==> config.mk <==
export PLATFORM = sky130hd
export DESIGN_NAME = sequenciador_notas
export DESIGN_NICKNAME = d
export VERILOG_FILES = /design/src/rtl/sequenciador_pkg.sv /design/src/rtl/nota_para_7seg.sv /design/src/rtl/sequenciador_notas.sv
export SDC_FILE = /design/constraint.sdc
export NUM_CORES = 1
export LEC_CHECK = 0
export CORE_UTILIZATION = 56
export CTS_CLUSTER_SIZE = 10
export DETAILED_ROUTE_END_ITERATION = 8
export MAX_ROUTING_LAYER = met4
export PLACE_DENSITY = 0.73
export SLEW_MARGIN = 20
export SYNTH_ARGS = -nofsm -noshare
export SYNTH_HDL_FRONTEND = slang
export SYNTH_HIERARCHICAL = 1
export SYNTH_SLANG_ARGS = --single-unit
==> constraint.sdc <==
create_clock -name clk -period 4.57 [get_ports clk]
set_input_delay 0.457 -clock clk [delete_from_list [all_inputs] [get_ports clk]]
set_output_delay 0.457 -clock clk [all_outputs]
set_load 0.01 [all_outputs]
==> src/rtl/sequenciador_pkg.sv <==
// Shared note codes, segment patterns and playback states
// for the note sequencer.
package sequenciador_pkg;

    localparam logic [2:0] NOTA_C     = 3'd0;
    localparam logic [2:0] NOTA_D     = 3'd1;
    localparam logic [2:0] NOTA_E     = 3'd2;
    localparam logic [2:0] NOTA_F     = 3'd3;
    localparam logic [2:0] NOTA_G     = 3'd4;
    localparam logic [2:0] NOTA_A     = 3'd5;
    localparam logic [2:0] NOTA_B     = 3'd6;
    localparam logic [2:0] NOTA_PAUSA = 3'd7;

    // Segment order is {g,f,e,d,c,b,a}, active-high
    localparam logic [6:0] SEG_C     = 7'b0111001;
    localparam logic [6:0] SEG_D     = 7'b1011110;
    localparam logic [6:0] SEG_E     = 7'b1111001;
    localparam logic [6:0] SEG_F     = 7'b1110001;
    localparam logic [6:0] SEG_G     = 7'b0111101;
    localparam logic [6:0] SEG_A     = 7'b1110111;
    localparam logic [6:0] SEG_B     = 7'b1111100;
    localparam logic [6:0] SEG_PAUSA = 7'b1000000;

    typedef enum logic {IDLE, PLAY} estado_t;

endpackage

==> src/rtl/nota_para_7seg.sv <==
// Combinational note code to 7-segment pattern.
module nota_para_7seg
    import sequenciador_pkg::*;
(
    input  logic [2:0] nota,
    output logic [6:0] seg
);

    always_comb begin
        seg = SEG_PAUSA;
        case (nota)
            NOTA_C:  seg = SEG_C;
            NOTA_D:  seg = SEG_D;
            NOTA_E:  seg = SEG_E;
            NOTA_F:  seg = SEG_F;
            NOTA_G:  seg = SEG_G;
            NOTA_A:  seg = SEG_A;
            NOTA_B:  seg = SEG_B;
            default: seg = SEG_PAUSA;
        endcase
    end

endmodule

==> src/rtl/sequenciador_notas.sv <==
// Programmable note sequencer: step memory, tick-driven playback
// and registered 7-segment readout of the current note.
module sequenciador_notas
    import sequenciador_pkg::*;
#(
    parameter int DEPTH = 8,
    parameter int DUR_W = 8,
    parameter int AW    = $clog2(DEPTH),
    parameter int LW    = $clog2(DEPTH + 1)
) (
    input  logic             clk,
    input  logic             rst,
    input  logic             WR_EN,
    input  logic [AW-1:0]    WR_ADDR,
    input  logic             WR_TOM,
    input  logic [2:0]       WR_NOTA,
    input  logic [DUR_W-1:0] WR_DUR,
    input  logic [LW-1:0]    LEN,
    input  logic             LOOP,
    input  logic             START,
    input  logic             STOP,
    input  logic             PAUSA,
    input  logic             TICK,
    output logic [6:0]       SAIDA,
    output logic             SUST,
    output logic [AW-1:0]    PASSO,
    output logic             TOCANDO,
    output logic             FIM
);

    logic             mem_tom_q  [DEPTH];
    logic [2:0]       mem_nota_q [DEPTH];
    logic [DUR_W-1:0] mem_dur_q  [DEPTH];

    estado_t          estado_q, estado_d;
    logic [AW-1:0]    passo_q, passo_d;
    logic [DUR_W-1:0] cnt_q, cnt_d;
    logic [LW-1:0]    len_q, len_d;
    logic             loop_q, loop_d;
    logic [2:0]       nota_q, nota_d;
    logic             tom_q, tom_d;
    logic             fim_q, fim_d;
    logic [6:0]       saida_q, saida_d;

    logic [LW-1:0]    len_eff;
    logic             ultimo;
    logic             carrega;
    logic [AW-1:0]    end_carga;

    nota_para_7seg u_dec (
        .nota (nota_d),
        .seg  (saida_d)
    );

    assign len_eff = (LEN > LW'(DEPTH)) ? LW'(DEPTH) : LEN;
    assign ultimo  = (LW'(passo_q) + LW'(1)) == len_q;

    always_comb begin
        estado_d  = estado_q;
        passo_d   = passo_q;
        cnt_d     = cnt_q;
        len_d     = len_q;
        loop_d    = loop_q;
        nota_d    = nota_q;
        tom_d     = tom_q;
        fim_d     = 1'b0;
        carrega   = 1'b0;
        end_carga = AW'(0);

        if (STOP) begin
            estado_d = IDLE;
            nota_d   = NOTA_PAUSA;
            tom_d    = 1'b0;
        end else if (START && len_eff != LW'(0)) begin
            estado_d = PLAY;
            len_d    = len_eff;
            loop_d   = LOOP;
            carrega  = 1'b1;
        end else if (estado_q == PLAY && TICK && !PAUSA) begin
            if (cnt_q > DUR_W'(1)) begin
                cnt_d = cnt_q - DUR_W'(1);
            end else if (!ultimo) begin
                carrega   = 1'b1;
                end_carga = passo_q + AW'(1);
            end else if (loop_q) begin
                carrega = 1'b1;
            end else begin
                estado_d = IDLE;
                fim_d    = 1'b1;
                nota_d   = NOTA_PAUSA;
                tom_d    = 1'b0;
            end
        end

        // Memory is read from the registered copy, so a same-edge write
        // to the loaded address is seen only on the following load.
        if (carrega) begin
            passo_d = end_carga;
            nota_d  = mem_nota_q[end_carga];
            tom_d   = mem_tom_q[end_carga] && (nota_d != NOTA_PAUSA);
            cnt_d   = (mem_dur_q[end_carga] == '0) ? DUR_W'(1)
                                                  : mem_dur_q[end_carga];
        end
    end

    always_ff @(posedge clk) begin
        if (rst) begin
            for (int i = 0; i < DEPTH; i++) begin
                mem_tom_q[i]  <= 1'b0;
                mem_nota_q[i] <= NOTA_PAUSA;
                mem_dur_q[i]  <= DUR_W'(1);
            end
        end else if (WR_EN) begin
            mem_tom_q[WR_ADDR]  <= WR_TOM;
            mem_nota_q[WR_ADDR] <= WR_NOTA;
            mem_dur_q[WR_ADDR]  <= WR_DUR;
        end
    end

    always_ff @(posedge clk) begin
        if (rst) begin
            estado_q <= IDLE;
            passo_q  <= '0;
            cnt_q    <= DUR_W'(1);
            len_q    <= '0;
            loop_q   <= 1'b0;
            nota_q   <= NOTA_PAUSA;
            tom_q    <= 1'b0;
            fim_q    <= 1'b0;
            saida_q  <= SEG_PAUSA;
        end else begin
            estado_q <= estado_d;
            passo_q  <= passo_d;
            cnt_q    <= cnt_d;
            len_q    <= len_d;
            loop_q   <= loop_d;
            nota_q   <= nota_d;
            tom_q    <= tom_d;
            fim_q    <= fim_d;
            saida_q  <= saida_d;
        end
    end

    assign SAIDA   = saida_q;
    assign SUST    = tom_q;
    assign PASSO   = passo_q;
    assign TOCANDO = (estado_q == PLAY);
    assign FIM     = fim_q;

endmodule

Yosys cells after proc, flatten, opt, wreduce, memory -nomap -nowiden
Memory sizes are Yosys's and may differ from the RTL's.
Index checks and enable logic that the tools add are counted.
{"block": "op_classes", "add_sub_neg": 3, "order_cmp": 2, "n_eq_ne": 15, "muxes": 49, "bitwise": 3, "n_reduce_logical": 23}
{"op": "$mux W8", "n": 7}
{"op": "$pmux W7 S7", "n": 1}
{"op": "$mux W3", "n": 16}
{"op": "$mux W1", "n": 24}
{"op": "$eq A3 B3 Y1 const B", "n": 3}
{"op": "$ne A3 B3 Y1 const B", "n": 3}
{"op": "$gt A8 B1 Y1 const B", "n": 1}
{"op": "$logic_not A8 Y1", "n": 1}
{"op": "$reduce_and A4 Y1", "n": 2}
{"op": "$reduce_bool A2 Y1", "n": 4}
{"op": "$reduce_or A8 Y1", "n": 1}
{"op": "$sub A8 B1 Y8 const B", "n": 1}
{"op": "$eq A3 B2 Y1 const B", "n": 2}
{"op": "$reduce_bool A3 Y1", "n": 2}
{"op": "$reduce_or A6 Y1", "n": 1}
{"op": "$reduce_and A5 Y1", "n": 1}
{"op": "$add A3 B1 Y4 const B", "n": 1}
{"op": "$eq A4 B4 Y1", "n": 1}
{"op": "$gt A4 B4 Y1 const B", "n": 1}
{"op": "$logic_and A1 B1 Y1", "n": 4}
{"op": "$mux W4", "n": 1}
{"op": "$ne A2 B1 Y1 const B", "n": 2}
{"op": "$ne A2 B2 Y1 const B", "n": 2}
{"op": "$reduce_bool A4 Y1", "n": 1}
{"op": "other kinds (10)", "n": 12}
{"block": "word_totals", "regBits": 29, "ramBits": 96, "inputBits": 27, "output_inout_bits": 13, "wordCells": 107, "n_memories": 3}
{"memory": "mem_dur_q", "words": 8, "word_bits": 8, "rd": 1, "rd_ports_with_merged_regs": 0, "write_ports": 8, "line": "sequenciador_notas.sv:33", "source": "logic [DUR_W-1:0] mem_dur_q [DEPTH];"}
{"memory": "mem_nota_q", "words": 8, "word_bits": 3, "rd": 1, "rd_ports_with_merged_regs": 0, "write_ports": 8, "line": "sequenciador_notas.sv:32", "source": "logic [2:0] mem_nota_q [DEPTH];"}
{"memory": "mem_tom_q", "words": 8, "word_bits": 1, "rd": 1, "rd_ports_with_merged_regs": 0, "write_ports": 8, "line": "sequenciador_notas.sv:31", "source": "logic mem_tom_q [DEPTH];"}

Depth between registers and ports, before layout
Gate-level depths: netlist (run 1).
An unclocked memory read counts as a cell.
{"block": "depth", "word_depth": 11, "mapped_depth": 11, "ltp_nobuf": 10}

Hierarchy
Netlist (run 1), hierarchy kept.
{"mod": "sequenciador_notas", "n_inst": 1, "cells_per_inst": 496, "area_per_inst_um2": 5880.6, "seq_area_each_um2": 3463.3}
{"mod": "nota_para_7seg", "n_inst": 1, "cells_per_inst": 9, "area_per_inst_um2": 58.8, "seq_area_each_um2": 0.0}

Least setup slack after synthesis (run 1)
Ideal clock, no wire load.
{"block": "synth_path", "path_type": "input port to flip-flop", "start": "in LEN[0]", "end": "reg saida_q[0], in the netlist SAIDA[0]", "setup_ps": 128, "t_arrival_ps": 2845, "required_time_ps": 4442, "path_slack_ps": 1598, "stages": 9, "n_path_buf": 0, "cell_sequence": "o41ai_1 nand2_1 a311oi_4 nand3_1 a311o_1 a31oi_1 nor2b_2 mux2i_1 nor2b_1"}
{"block": "synth_via", "elab_chain_len": 10, "word_cells_on_any_way": 20}
{"element": "start, declared", "line": "sequenciador_notas.sv:18", "source": "input logic [LW-1:0] LEN,"}
{"element": "$gt A4 B4 Y1", "line": "sequenciador_notas.sv:55", "source": "assign len_eff = (LEN > LW'(DEPTH)) ? LW'(DEPTH) : LEN;"}
{"element": "$mux W4 (*)", "line": "sequenciador_notas.sv:55"}
{"element": "$reduce_bool A4 Y1 (*)", "line": "sequenciador_notas.sv:74", "source": "end else if (START && len_eff != LW'(0)) begin"}
{"element": "$logic_and A1 B1 Y1 (*)", "line": "sequenciador_notas.sv:74"}
{"element": "$mux W3", "line": "sequenciador_notas.sv:74"}
{"element": "$mux W3", "line": "sequenciador_notas.sv:70", "source": "if (STOP) begin"}
{"element": "$mem_v2 Z8 W3"}
{"element": "$mux W3 (*)", "line": "sequenciador_notas.sv:97", "source": "if (carrega) begin"}
{"element": "named net nota_d[0]", "line": "sequenciador_notas.sv:40", "source": "logic [2:0] nota_q, nota_d;"}
{"element": "$eq A3 B3 Y1, or another cell as far along", "line": "nota_para_7seg.sv:11", "source": "case (nota)"}
{"element": "$pmux W7 S7 (*)", "line": "nota_para_7seg.sv:11"}
{"element": "named net saida_d[0]", "line": "sequenciador_notas.sv:43", "source": "logic [6:0] saida_q, saida_d;"}
{"element": "end signal, assigned", "line": "sequenciador_notas.sv:140", "source": "saida_q <= saida_d;"}
{"element": "end, declared", "line": "sequenciador_notas.sv:43"}
The timed path passes the listed nets; every way through them passes the cells marked *.
A chain may end at the register's enable or synchronous reset.

Worst setup path in the final report (run 1)
{"block": "layout_path", "start": "reg passo_q[1], in the netlist PASSO[1]", "end": "reg saida_q[0], in the netlist SAIDA[0]"}
{"block": "layout_via", "elab_chain_len": 11, "word_cells_on_any_way": 28}
{"element": "start, declared", "line": "sequenciador_notas.sv:36", "source": "logic [AW-1:0] passo_q, passo_d;"}
{"element": "start signal, assigned", "line": "sequenciador_notas.sv:133", "source": "passo_q <= passo_d;"}
{"element": "$add A3 B1 Y4", "line": "sequenciador_notas.sv:56", "source": "assign ultimo = (LW'(passo_q) + LW'(1)) == len_q;"}
{"element": "$eq A4 B4 Y1", "line": "sequenciador_notas.sv:56"}
{"element": "$mux W3", "line": "sequenciador_notas.sv:82", "source": "end else if (!ultimo) begin"}
{"element": "$mux W3", "line": "sequenciador_notas.sv:80", "source": "if (cnt_q > DUR_W'(1)) begin"}
{"element": "$mux W3", "line": "sequenciador_notas.sv:79", "source": "end else if (estado_q == PLAY && TICK && !PAUSA) begin"}
{"element": "$mux W3", "line": "sequenciador_notas.sv:74"}
{"element": "$mux W3", "line": "sequenciador_notas.sv:70"}
{"element": "$mem_v2 Z8 W3"}
{"element": "$mux W3 (*)", "line": "sequenciador_notas.sv:97"}
{"element": "named net nota_d[0]", "line": "sequenciador_notas.sv:40"}
{"element": "$eq A3 B3 Y1, or another cell as far along", "line": "nota_para_7seg.sv:11"}
{"element": "$pmux W7 S7 (*)", "line": "nota_para_7seg.sv:11"}
{"element": "named net saida_d[0]", "line": "sequenciador_notas.sv:43"}
Marked as above.

==> results of run 1 <==
[flip-flops by register name, summed over array words and instances, names as in the netlist, 3 cells and up]
signal,flops
mem_dur_q,64
mem_nota_q,24
cnt_q,8
mem_tom_q,8
SAIDA,7
len_q,4
PASSO,3
nota_q,3
[how the worst max path moves through the flow]
stage | start | to | cells after the start
floorplan | LEN[0] | SAIDA[0] | 9
global placement | LEN[0] | SAIDA[0] | 10
detailed placement | LEN[0] | SAIDA[2] | 10
CTS | PASSO[1] | SAIDA[0] | 11
global route | PASSO[1] | SAIDA[0] | 11
finish | PASSO[1] | SAIDA[0] | 11
[power breakdown]
group	internal [mW]	switching [mW]
Combinational	0.0827	0.106
Sequential	1.29	0.0241
Clock	0.872	0.474
Total	2.24	0.605
[cells in the final DEF (no fill, tap or decap), types with 4 or more instances in the layout]
cell and count:
bufinv_16 4, nor2b_1 9, clkdlybuf4s50_1 39, nand2b_1 23
or2_2 11, a21oi_1 20, mux2i_1 8, xor2_1 5
o22ai_1 5, o21ai_0 10, edfxtp_1 96, clkbuf_16 16
xnor2_1 8, clkinv_1 4, nand3_1 10, a31oi_1 4
nor2_1 31, or3_1 14, mux4_2 9, inv_1 5
nand2_1 31, a311o_1 5, buf_4 13, and2_1 65
nor3_1 12, a211oi_1 14, nor4_1 7, dfxtp_1 29
clkinv_2 4
[cells by family (layout without fill, tap and decap cells)]
group           Yosys count  in the layout  synth area share [%]
fa+ha+maj                 3              3                 0.632
buf+inv                  32             90                  2.15
xor+xnor                 14             14                  2.38
flops                   125            125                  58.3
compound gates           83             83                  9.96
mux                      18             18                  4.95
simple gates            230            230                  21.6
[critical path, delay by kind of cell, from the launching register on]
kind | cells | cell delay, ps
and+or+nand+nor | 3 | 750
xor gates and xnor gates | 1 | 180
AOI/OAI and AO/OA | 4 | 1450
adders and majority gates | 1 | 270
buffers and inverters | 1 | 250
DFF | 1 | 430
muxes | 1 | 80
[area by class of cell]
cell class	instances	area, µm²	area share (%)
Timing Repair Buffer	52	488	6.89
Tap cell	136	170	2.40
Clock buffer	17	414	5.85
Inverter	6	22.5	0.318
Sequential cell	125	3460	48.9
Multi-Input combinational cell	348	2350	33.2
Clock inverter	15	178	2.51
[metal layers]
| layer | GRT usage [%] | wire [µm] | vias to the layer above |
|---|---|---|---|
| met5 | - | 0 | - |
| met1 | 33.8 | 5900 | 1956 |
| met2 | 41.8 | 6340 | 163 |
| met4 | 11.8 | 278 | 0 |
| li1 | - | - | 1956 |
| met3 | 7.80 | 957 | 28 |
==> flow_metrics.tcl, run 1 <==
set metrics [dict create \
    status "finished, final reports clean" \
    start_util_pct 57.5 \
    synthTopCellsByArea "edfxtp_1 (49%), dfxtp_1 (9.8%), and2_1 (6.8%)" \
    finClkSkew_ps 3.66 \
    fin_util_pct 68.6 \
    drcViolationCount 0 \
    fin_setup_tns_ps 0 \
    min_from "loop_q" \
    synth_top_area_share_pct 48.5 \
    syn_area_um2 5940 \
    grt_max_degree 43 \
    ctsHtreeMaxLevel 4 \
    slew-limit-headroom_pct 36.9 \
    min_period_over_period_pct 77.8 \
    criticalPathCategory "reg2reg" \
    cts_tree "built" \
    period_minus_slack_ps 3560 \
    cts_hold_buf 0 \
    area_growth_pct 19.3 \
    grt_pass1_wl_um 21500 \
    async_flop_share_pct 0 \
    fp.coreArea_um2 10300 \
    rsz0062_at_grt "no" \
    holdPathStages 2 \
    drt-vias-per-instance 5.87 \
    synth-edff-count 96 \
    synth_cell_types 56 \
    ys.flop_type "edfxtp_1" \
    netlist_instances 505 \
    die_w_um 105 \
    portBuffers 39 \
    cpMaxStageDelayCell "a311o_1" \
    fp.dieH_um 105 \
    setup_ws_ps 1010 \
    post_cts_resized 0 \
    wire_per_inst_um 19.3 \
    clkSinkCount 125 \
    drv_slew 0 \
    reg2reg_depth 11 \
    place.gp.congestion 0.847 \
    pre_cts_slack_ps 616 \
    ir_drop_mv 0.350 \
    path_cells "ha_1 > buf_4 > xor2_1 > nor2_1 > a311o_1 > o21ai_0 > a311o_1 > a31oi_1 > nor2b_2 > mux2i_1 > nor2b_1" \
    crit_fanout 30 \
    synth_most_common_cell "edfxtp_1" \
    drtIter0Drc 302 \
    grt_util_all_layers_pct 27.2 \
    power.leakage_nw 2.43 \
    antenna_found_initial 0 \
    fin_cells 699 \
    r2r_setup_slack_ps 1010 \
    clockBufferDepth 2 \
    syn-num-nets 535 \
    final_cell_area_um2 7080 \
    synth_common_cells "edfxtp_1 (96), and2_1 (65), nand2_1 (31), nor2_1 (31), dfxtp_1 (29)" \
    nNetsFinal 580 \
    p_total_mw 2.85 \
    dp_hpwl_um 8760 \
    synth-seq-cells 125 \
    cp_data_required_time_ps 4970 \
    yosysWarnings 6 \
    postRouteAntennaNets 0 \
    r2r-end "SAIDA[0]" \
    yosysSeqAreaShare_pct 58.3 \
    slowest_delay_ps 520 \
    clk_latency_ps 530 \
    drive_gt1_share_pct 12.4 \
    yosysTopAreaCell "edfxtp_1" \
    setup_viol 0 \
    fill_cells 741 \
    powerDensity_nw_per_um2 402 \
    drv_cap 0 \
    place_inst 667 \
    n_antenna_cell 0 \
    tightest_slew_ps 942 \
    hold_viol 0 \
    crit_top_cell "a311o_1" \
    critical_path_arrival_ps 3960 \
    worstReg2RegStart "PASSO[1]" \
    worstSetupEndpointType "flip-flop" \
    ios 40 \
    hold-worst-slack_ps 460 \
    post_cts_buffers 0 \
    hold-path-endpoint "loop_q" \
    cts_root_buf "clkbuf_8" \
    startpoint_type "flip-flop" \
    firstDrtPassIters 5 \
    hp-class "reg2reg" \
    placementRows 37 \
    placed_cell_area_um2 6490 \
    clkTransAtPathRegs_ps 60 \
    cts_buffers 17 \
    dieArea_um2 11000 \
    grt.overflow.total 0 \
    routed_wl_um 13500 \
    grt_pass1_vias 4108 \
    syn_area_per_cell_um2 11.8 \
    via_count 4103 \
    clock.fmax_mhz 281 \
]
Note: power is estimated with default switching activity, not from simulation.
==> inputs of run 2 (changes only) <==
Settings changed: CORE_UTILIZATION 56 to 53.
Clock period 4.57 ns to 3.1 ns, I/O delays scaled along.
==> run 2 against run 1 <==
Flip-flop and latch count unchanged. Register-to-register slack worse by 770 ps. Setup slack worse by 770 ps. First-iteration DRC count down 13%. Clock power up 41%. Clock skew up 6.9 ps. Hold slack worse by 100 ps. Utilization down 2.2 points. Sequential share of layout area down 1.0 points.
==> flow_metrics.tcl, run 2 (synthesis gave the netlist of run 1 again) <==
set metrics [dict create \
    ctsHtreeMaxLevel 4 \
    pre_cts_slack_ps -208 \
    wire_per_inst_um 18.6 \
    hold_viol 0 \
    clk_latency_ps 530 \
    dp_hpwl_um 9150 \
    grt_pass1_wl_um 21200 \
    drv_cap 0 \
    via_count 4158 \
    r2r-end "SAIDA[0]" \
    antenna_found_initial 0 \
    clock.fmax_mhz 351 \
    nNetsFinal 599 \
    final_cell_mix "edfxtp_1 (96), and2_1 (65), clkdlybuf4s50_1 (39)" \
    drive_gt1_share_pct 15.7 \
    endpoint "SAIDA[0]" \
    grt_max_degree 34 \
    period_minus_slack_ps 2850 \
    power.leakage_nw 2.51 \
    drv_slew 0 \
    fp.coreArea_um2 10900 \
    fin_cells 721 \
    worstSetupEndpointType "flip-flop" \
    layout_commonest_cell "edfxtp_1" \
    setup_viol 0 \
    dieArea_um2 11600 \
    clockBufferDepth 2 \
    grt_pass1_vias 4069 \
    cts_root_buf "clkbuf_8" \
    cts_hold_buf 0 \
    tightest_slew_ps 504 \
    grt.overflow.total 0 \
    place_inst 690 \
    slew-limit-headroom_pct 66.0 \
    startpoint_type "flip-flop" \
    largest_reg_flops 64 \
    ir_drop_mv 0.437 \
    status "finished, final reports clean" \
    hp-class "in2reg" \
    powerDensity_nw_per_um2 573 \
    min_period_over_period_pct 92.0 \
    clkSinkCount 125 \
    r2r_setup_slack_ps 250 \
    cp_data_required_time_ps 3510 \
    drcViolationCount 0 \
    reg2reg_depth 10 \
    drt-vias-per-instance 5.77 \
    worstReg2RegStart "PASSO[1]" \
    place.gp.congestion 0.853 \
    cp-startpoint "PASSO[1]" \
    postRouteAntennaNets 0 \
    hold-worst-slack_ps 359 \
    start_util_pct 54.6 \
    die_w_um 108 \
    crit_fanout 7 \
    routed_wl_um 13400 \
    clkTransAtPathRegs_ps 60 \
    finClkSkew_ps 10.6 \
    rsz0062_at_grt "no" \
    fp.dieH_um 108 \
    ios 40 \
    grt_util_all_layers_pct 26.0 \
    reg_top3 "mem_dur_q: 64 flops, mem_nota_q: 24 flops" \
    setup_ws_ps 249 \
    cts_buffers 17 \
    largest_register "mem_dur_q" \
    critical_path_arrival_ps 3260 \
    placementRows 38 \
    cts_tree "built" \
    area_growth_pct 21.8 \
    portBuffers 39 \
    criticalPathCategory "reg2reg" \
    firstDrtPassIters 4 \
    drtIter0Drc 264 \
    n_antenna_cell 0 \
]
==> run 2: cell count changes in the layout (fill, tap and decap cells not counted), sizes merged <==
cell / before / now
buf: 13 / 32
clkinv: 8 / 5
clkbuf: 17 / 19
bufinv: 4 / 3
clkinvlp: 3 / 4
==> run 2: worst max-delay path: stages, from the launching register on <==
cell and delay (ps):
dfxtp_1 380, ha_1 350, xor2_4 120, xnor2_2 260, a311o_1 410, o21ai_0 120, a311o_1 350, a31oi_1 280
nor2b_2 240, mux2i_1 80, nor2b_1 130
==> run 2: layout make-up <==
cell class              instances  area, µm²
fillers                       817       3650
flip-flops and latches        125       3460
multi-input cells             348       2370
repair buffers                 71        634
clock buffers                  19        422
well taps                     140        175
clock inverters                12        148
inverters                       6       22.5
==> run 2: timing repair <==
action | 4_1_cts | 5_1_grt
gates resized for setup | 1 | 4
endpoints found under the setup margin | 1 | 5
buffers inserted | 0 | 0
==> run 2: worst min-delay path by stage <==
stage                     cells after the start  slack [ps]      end  startpoint
after floorplan                               1         390  TOCANDO        STOP
after global placement                        2         450   loop_q      loop_q
after CTS                                     3         340   loop_q        LOOP
final                                         3         360   loop_q        LOOP
after global routing                          3         350   loop_q        LOOP
after detailed placement                      2         460   loop_q      loop_q
==> run 2: report_power, final <==
group | internal [mW] | switching, mW | total [mW] | leakage (nW)
sequential | 1.90 | 0.0387 | 1.94 | 1.17
clock | 1.21 | 0.700 | 1.91 | 0.267
combinational | 0.135 | 0.157 | 0.292 | 1.07
total | 3.25 | 0.895 | 4.14 | 2.51
==> run 2: per-layer routing <==
layer  wire (µm)  track usage (%)  share of wire (%)  vias to the layer above
li1            -                -                  -                     1991
met1        5920             31.3                 44                     2011
met2        6500             41.0                 48                      134
met3         783             7.51                5.8                       22
met4         234             10.8                1.7                        0
met5           0                -                  0                        -
==> run 2: per-stage QoR <==
stage | instance area, µm² | util [%] | setup TNS (ps) | power, mW
finish | 7240 | 66.5 | 0 | 4.14
global route | 7240 | 66.5 | 0 | 4.27
CTS | 7210 | 66.2 | 0 | 4.16
detailed placement | 6640 | 61.0 | -751 | 2.26
global placement | 6640 | 61.0 | -116 | 2.25
floorplan | 5940 | - | 0 | 2.12
